## src/rtl/div_if.sv

```systemverilog
// div_if: the handshake and data bundle between the control unit and the
// multicycle divider.
//   DivCtrl  start pulse (control unit -> divider)
//   A, B     dividend / divisor operands (rs, rt)
//   HIDiv    remainder result, feeds the HI source mux
//   LODiv    quotient result, feeds the LO source mux
//   DivZero  one-cycle flag, the divisor was zero
//   DivStop  one-cycle flag, HIDiv/LODiv hold a new result
// Modports: master = control-unit side, slave = divider side.
interface div_if;
  logic        DivCtrl;
  logic [31:0] A;
  logic [31:0] B;
  logic [31:0] HIDiv;
  logic [31:0] LODiv;
  logic        DivZero;
  logic        DivStop;

  modport master (
    output DivCtrl, A, B,
    input  HIDiv, LODiv, DivZero, DivStop
  );

  modport slave (
    input  DivCtrl, A, B,
    output HIDiv, LODiv, DivZero, DivStop
  );
endinterface

```

## src/rtl/div_unit.sv

```systemverilog
// div_unit: multicycle 32-bit integer divider for the DIV instruction.
// Restoring shift-subtract, one quotient bit per clock (32 iterations),
// followed by a sign-fix/write state and a one-cycle DivStop pulse.
// A zero divisor skips the loop and produces a one-cycle DivZero pulse,
// leaving HIDiv/LODiv untouched.
//
// Ports:
//   clk    system clock, rising edge
//   reset  synchronous, active-high; aborts any divide in progress
//   bus    div_if.slave: DivCtrl/A/B in, HIDiv/LODiv/DivZero/DivStop out
//
// Build option: define DIV_SIGNED_EN for signed DIV semantics (quotient
// truncates toward zero, remainder takes the dividend's sign). Without it
// the unit performs unsigned DIVU with identical cycle timing.
module div_unit (
  input  logic  clk,
  input  logic  reset,
  div_if.slave  bus
);

  localparam logic [2:0] S_IDLE = 3'd0;
  localparam logic [2:0] S_RUN  = 3'd1;
  localparam logic [2:0] S_FIX  = 3'd2;
  localparam logic [2:0] S_DONE = 3'd3;
  localparam logic [2:0] S_ZERO = 3'd4;

  logic [2:0]  state;
  logic [4:0]  cnt;
  logic [31:0] q;
  logic [31:0] dvs;
  // The partial remainder is always below the divisor after each step, so
  // its top bit is only needed transiently in the shifted value below.
  logic [31:0] rem;

`ifdef DIV_SIGNED_EN
  logic sign_q;
  logic sign_r;

  function automatic logic [31:0] neg32(input logic [31:0] v);
    return 32'd0 - v;
  endfunction

  // -2^31 maps to 0x80000000, which is exactly its unsigned magnitude.
  function automatic logic [31:0] mag32(input logic signed [31:0] v);
    return v[31] ? neg32(v) : v;
  endfunction
`endif

  logic [32:0] rem_sh;
  logic        ge;
  logic [32:0] rem_nxt;

  always_comb begin
    rem_sh  = {rem, q[31]};
    ge      = (rem_sh >= {1'b0, dvs});
    rem_nxt = ge ? (rem_sh - {1'b0, dvs}) : rem_sh;
  end

  always_ff @(posedge clk) begin
    if (reset) begin
      state       <= S_IDLE;
      cnt         <= '0;
      q           <= '0;
      dvs         <= '0;
      rem         <= '0;
`ifdef DIV_SIGNED_EN
      sign_q      <= 1'b0;
      sign_r      <= 1'b0;
`endif
      bus.HIDiv   <= '0;
      bus.LODiv   <= '0;
      bus.DivZero <= 1'b0;
      bus.DivStop <= 1'b0;
    end else begin
      case (state)
        S_IDLE: begin
          if (bus.DivCtrl) begin
            if (bus.B == 32'd0) begin
              state <= S_ZERO;
            end else begin
`ifdef DIV_SIGNED_EN
              q      <= mag32(bus.A);
              dvs    <= mag32(bus.B);
              sign_q <= bus.A[31] ^ bus.B[31];
              sign_r <= bus.A[31];
`else
              q      <= bus.A;
              dvs    <= bus.B;
`endif
              rem    <= '0;
              cnt    <= '0;
              state  <= S_RUN;
            end
          end
        end

        S_RUN: begin
          rem <= rem_nxt[31:0];
          q   <= {q[30:0], ge};
          cnt <= cnt + 5'd1;
          if (cnt == 5'd31) begin
            state <= S_FIX;
          end
        end

        S_FIX: begin
`ifdef DIV_SIGNED_EN
          bus.LODiv <= sign_q ? neg32(q)   : q;
          bus.HIDiv <= sign_r ? neg32(rem) : rem;
`else
          bus.LODiv <= q;
          bus.HIDiv <= rem;
`endif
          bus.DivStop <= 1'b1;
          state       <= S_DONE;
        end

        S_DONE: begin
          bus.DivStop <= 1'b0;
          state       <= S_IDLE;
        end

        // Two cycles here: the first raises DivZero, the second drops it,
        // so the flag is high for the cycle after the entry edge.
        S_ZERO: begin
          if (!bus.DivZero) begin
            bus.DivZero <= 1'b1;
          end else begin
            bus.DivZero <= 1'b0;
            state       <= S_IDLE;
          end
        end

        default: state <= S_IDLE;
      endcase
    end
  end

endmodule

```

## src/flat_wrapper.sv

```systemverilog
// flat-port wrapper written by rule: the top's interface ports become plain ports
module div_unit_flat 
  (clk, reset, bus_DivCtrl, bus_A, bus_B, bus_HIDiv, bus_LODiv, bus_DivZero, bus_DivStop);
  div_if bus_i ();
  input  logic clk;
  input  logic reset;
  input wire logic [$bits(bus_i.DivCtrl)-1:0] bus_DivCtrl;
  input wire logic [$bits(bus_i.A)-1:0] bus_A;
  input wire logic [$bits(bus_i.B)-1:0] bus_B;
  output wire logic [$bits(bus_i.HIDiv)-1:0] bus_HIDiv;
  output wire logic [$bits(bus_i.LODiv)-1:0] bus_LODiv;
  output wire logic [$bits(bus_i.DivZero)-1:0] bus_DivZero;
  output wire logic [$bits(bus_i.DivStop)-1:0] bus_DivStop;
  assign bus_i.DivCtrl = bus_DivCtrl;
  assign bus_i.A = bus_A;
  assign bus_i.B = bus_B;
  assign bus_HIDiv = bus_i.HIDiv;
  assign bus_LODiv = bus_i.LODiv;
  assign bus_DivZero = bus_i.DivZero;
  assign bus_DivStop = bus_i.DivStop;
  div_unit u_core (.clk(clk), .reset(reset), .bus(bus_i));
endmodule
```

## config.mk

```make
export PLATFORM = sky130hd
export DESIGN_NAME = div_unit_flat
export DESIGN_NICKNAME = d
export VERILOG_FILES = /design/src/rtl/div_if.sv /design/src/rtl/div_unit.sv /design/src/flat_wrapper.sv
export SDC_FILE = /design/constraint.sdc
export NUM_CORES = 1
export LEC_CHECK = 0
export ABC_AREA = 1
export BUFFER_PORTS_ARGS = -buffer_cell sky130_fd_sc_hd__buf_4
export CORE_ASPECT_RATIO = 1.75
export CORE_MARGIN = 2
export CORE_UTILIZATION = 56
export CTS_CLUSTER_DIAMETER = 150
export DETAILED_ROUTE_END_ITERATION = 16
export PLACE_DENSITY = 0.77
export SLEW_MARGIN = 25
export SYNTH_ARGS = -nofsm -noshare
export SYNTH_HDL_FRONTEND = slang
export SYNTH_SLANG_ARGS = --single-unit
export TNS_END_PERCENT = 10
```

## constraint.sdc

```tcl
create_clock -name clk -period 4.8 [get_ports clk]
set_input_delay 0.24 -clock clk [delete_from_list [all_inputs] [get_ports clk]]
set_output_delay 0.24 -clock clk [all_outputs]
set_load 0.01 [all_outputs]
```

==> flow_summary.json <==
{
  "crit_type": "flip-flop to flip-flop",
  "post_cts_buffers": 0,
  "async_flop_share_pct": 0,
  "drt_iter0_drc": 458,
  "track_usage_pct": 29.3,
  "power_density_mw_per_mm2": 739,
  "ant_nets": 0,
  "peakVddDrop_mv": 0.525,
  "dpl.hpwl_mm": 19.3,
  "synth-seq-cells": 170,
  "core_area_mm2": 0.0164,
  "yosys.cell_types.count": 39,
  "antenna_cells": 0,
  "first_global_vias": 8795,
  "first_pass_iters": 4,
  "layout-drive-gt1-share_pct": 12.3,
  "num_rows": 62,
  "cts.clk_slew.worst_paths_ps": 70,
  "die-width_um": 102,
  "cap_violations": 0,
  "gr-total-overflow": 0,
  "grt_pass1_wl_mm": 41.3,
  "syn2layout_area_growth_pct": 16.4,
  "viasPerCell": 5.20,
  "drv_slew": 0,
  "synthTopCellsByArea": "dfxtp_1 (36%), nand2_1 (16%), a21oi_1 (9.5%)",
  "yosys-top-cells-count": "nand2_1 (400), inv_1 (232), a21oi_1 (179)",
  "initial_utilization_pct": 57.3,
  "layout.nets": 1621,
  "final_core_util_pct": 66.7,
  "rsz0062_at_grt": "false",
  "yosys.area.top_type": "dfxtp_1",
  "finalSetupViolCount": 0,
  "wire_per_inst_um": 14.8,
  "synth.top_cell.area_share_pct": 36.1,
  "cts_tree": "yes",
  "die_h_um": 176,
  "drt-total-wl_mm": 25.9,
  "hold_violations": 0,
  "h-tree-depth": 4,
  "fin_setup_tns_ps": 0,
  "synth_ff_type": "dfxtp_1",
  "vias": 9129,
  "yosys_warnings": 0,
  "hold_slack_ps": 72.6,
  "fin_skew_ps": 9.86,
  "cts_resized": 0,
  "outcome": "finished, final reports clean",
  "port_buffers": 132,
  "drc_errors": 0,
  "antenna_found_initial": 0,
  "cts.sinks": 170,
  "die_area_mm2": 0.0179,
  "avgSynthCellArea_um2": 6.60,
  "p_total_mw": 8.10,
  "worstSkewPairLatency_ps": 430,
  "gp_congestion": 0.951,
  "worstPathRequired_ps": 5080,
  "synth-edff-count": 0,
  "power_leakage_nw": 5.15,
  "critical_path_arrival_ps": 3240,
  "tightestPinTransition_ps": 824,
  "cp-end-kind": "flip-flop",
  "worstSetupStartpointType": "flip-flop",
  "clockBufferDepth": 2,
  "syn_inst": 1428,
  "synth_area_mm2": 0.00942,
  "min_period_over_period_pct": 61.6,
  "hold_class": "input port to flip-flop",
  "min_period_ps": 2960,
  "path_max_fanout": 33,
  "synth_most_common_cell": "nand2_1",
  "fmax_ghz": 0.338,
  "synth-seq-area-share_pct": 36.1,
  "holdBufCountCts": 0,
  "grt_max_degree": 81,
  "final_cells": 1756,
  "slew_headroom_pct": 45.0,
  "cts-root-buf": "clkbuf_16",
  "cts_buffers": 17,
  "synth_nets": 1530,
  "design.portCount": 133,
  "dp.cells": 1724
}
metrics by stage:
| stage | worst slack (ps) | instance area [um^2] |
|---|---|---|
| after floorplan | 2940 | 9420 |
| after global placement | 1730 | 10400 |
| after detailed placement | 1880 | 10400 |
| after CTS | 1860 | 11000 |
| after global routing | 1620 | 11000 |
| final | 1840 | 11000 |
flip-flops by register name, indices dropped and copies added, names as in the netlist, 3 cells and up:
name / flops
u_core.q: 32
u_core.bus.LODiv: 32
u_core.bus.HIDiv: 32
u_core.dvs: 32
u_core.rem: 32
u_core.cnt: 5
u_core.state: 3
layout by cell type (no fill, tap or decap), drive strengths merged, types with 5 or more instances in the layout:
master / netlist / routed
a21oi: 180 / 180
buf: 24 / 135
nand3b: 23 / 23
clkbuf: 39 / 20
dfxtp: 170 / 170
o21ai: 100 / 100
nand2: 406 / 406
nand3: 68 / 68
nor2: 66 / 66
xnor2: 13 / 13
a21boi: 31 / 31
inv: 234 / 237
ha: 34 / 34
nand4: 15 / 15
and2: 5 / 5
final cells by class:
type	count	area [um^2]
inverters	234	881
clock inverters	12	116
well taps	224	280
fillers	1528	5480
repair buffers	135	1010
clock buffers	20	447
flip-flops and latches	170	3400
multi-input cells	961	4820
power by group:
part | switching (mW) | internal [mW]
clock network | 0.594 | 0.734
registers | 0.222 | 1.64
logic | 3.28 | 1.63
logic make-up (layout without fill, tap and decap cells):
group / Yosys count / count (layout) / share of synthesized area, %
xor gates and xnor gates: 14 / 14 / 1.30
AOI/OAI and AO/OA: 319 / 319 / 18.0
and+or+nand+nor: 593 / 593 / 26.9
DFF: 170 / 170 / 36.1
adders and majority gates: 35 / 35 / 4.73
buffers and inverters: 297 / 401 / 12.8
metal layers:
layer,vias to the layer above,global-route usage [%],part of all wire [%]
li1,4714,-,-
met1,4136,32.3,39
met2,220,53.3,52
met3,59,3.54,3.5
met4,0,15.4,4.5
met5,-,0,0
worst paths after layout:
check | start | to | slack, ps | cells after the start
worst max register to register | u_core.rem[23] | u_core.rem[25] | 1840 | 13
worst max-delay path | u_core.rem[23] | u_core.rem[25] | 1840 | 13
worst min-delay path | bus_A[15] | u_core.q[15] | 70 | 3
worst min register to register | u_core.bus.LODiv[18] | u_core.bus.LODiv[18] | 440 | 2
critical path: stages, from the launching register on:
cell,delay [ps]
dfxtp_1,460
ha_1,350
nand2_2,140
inv_1,70
a21oi_2,200
nand2_1,90
nand2_1,80
nand3_2,80
nor2_4,500
nand2_4,400
nand2_4,240
nand2_1,70
nand2_1,60
a21oi_1,60
Note: power is estimated with default switching activity, not from simulation.
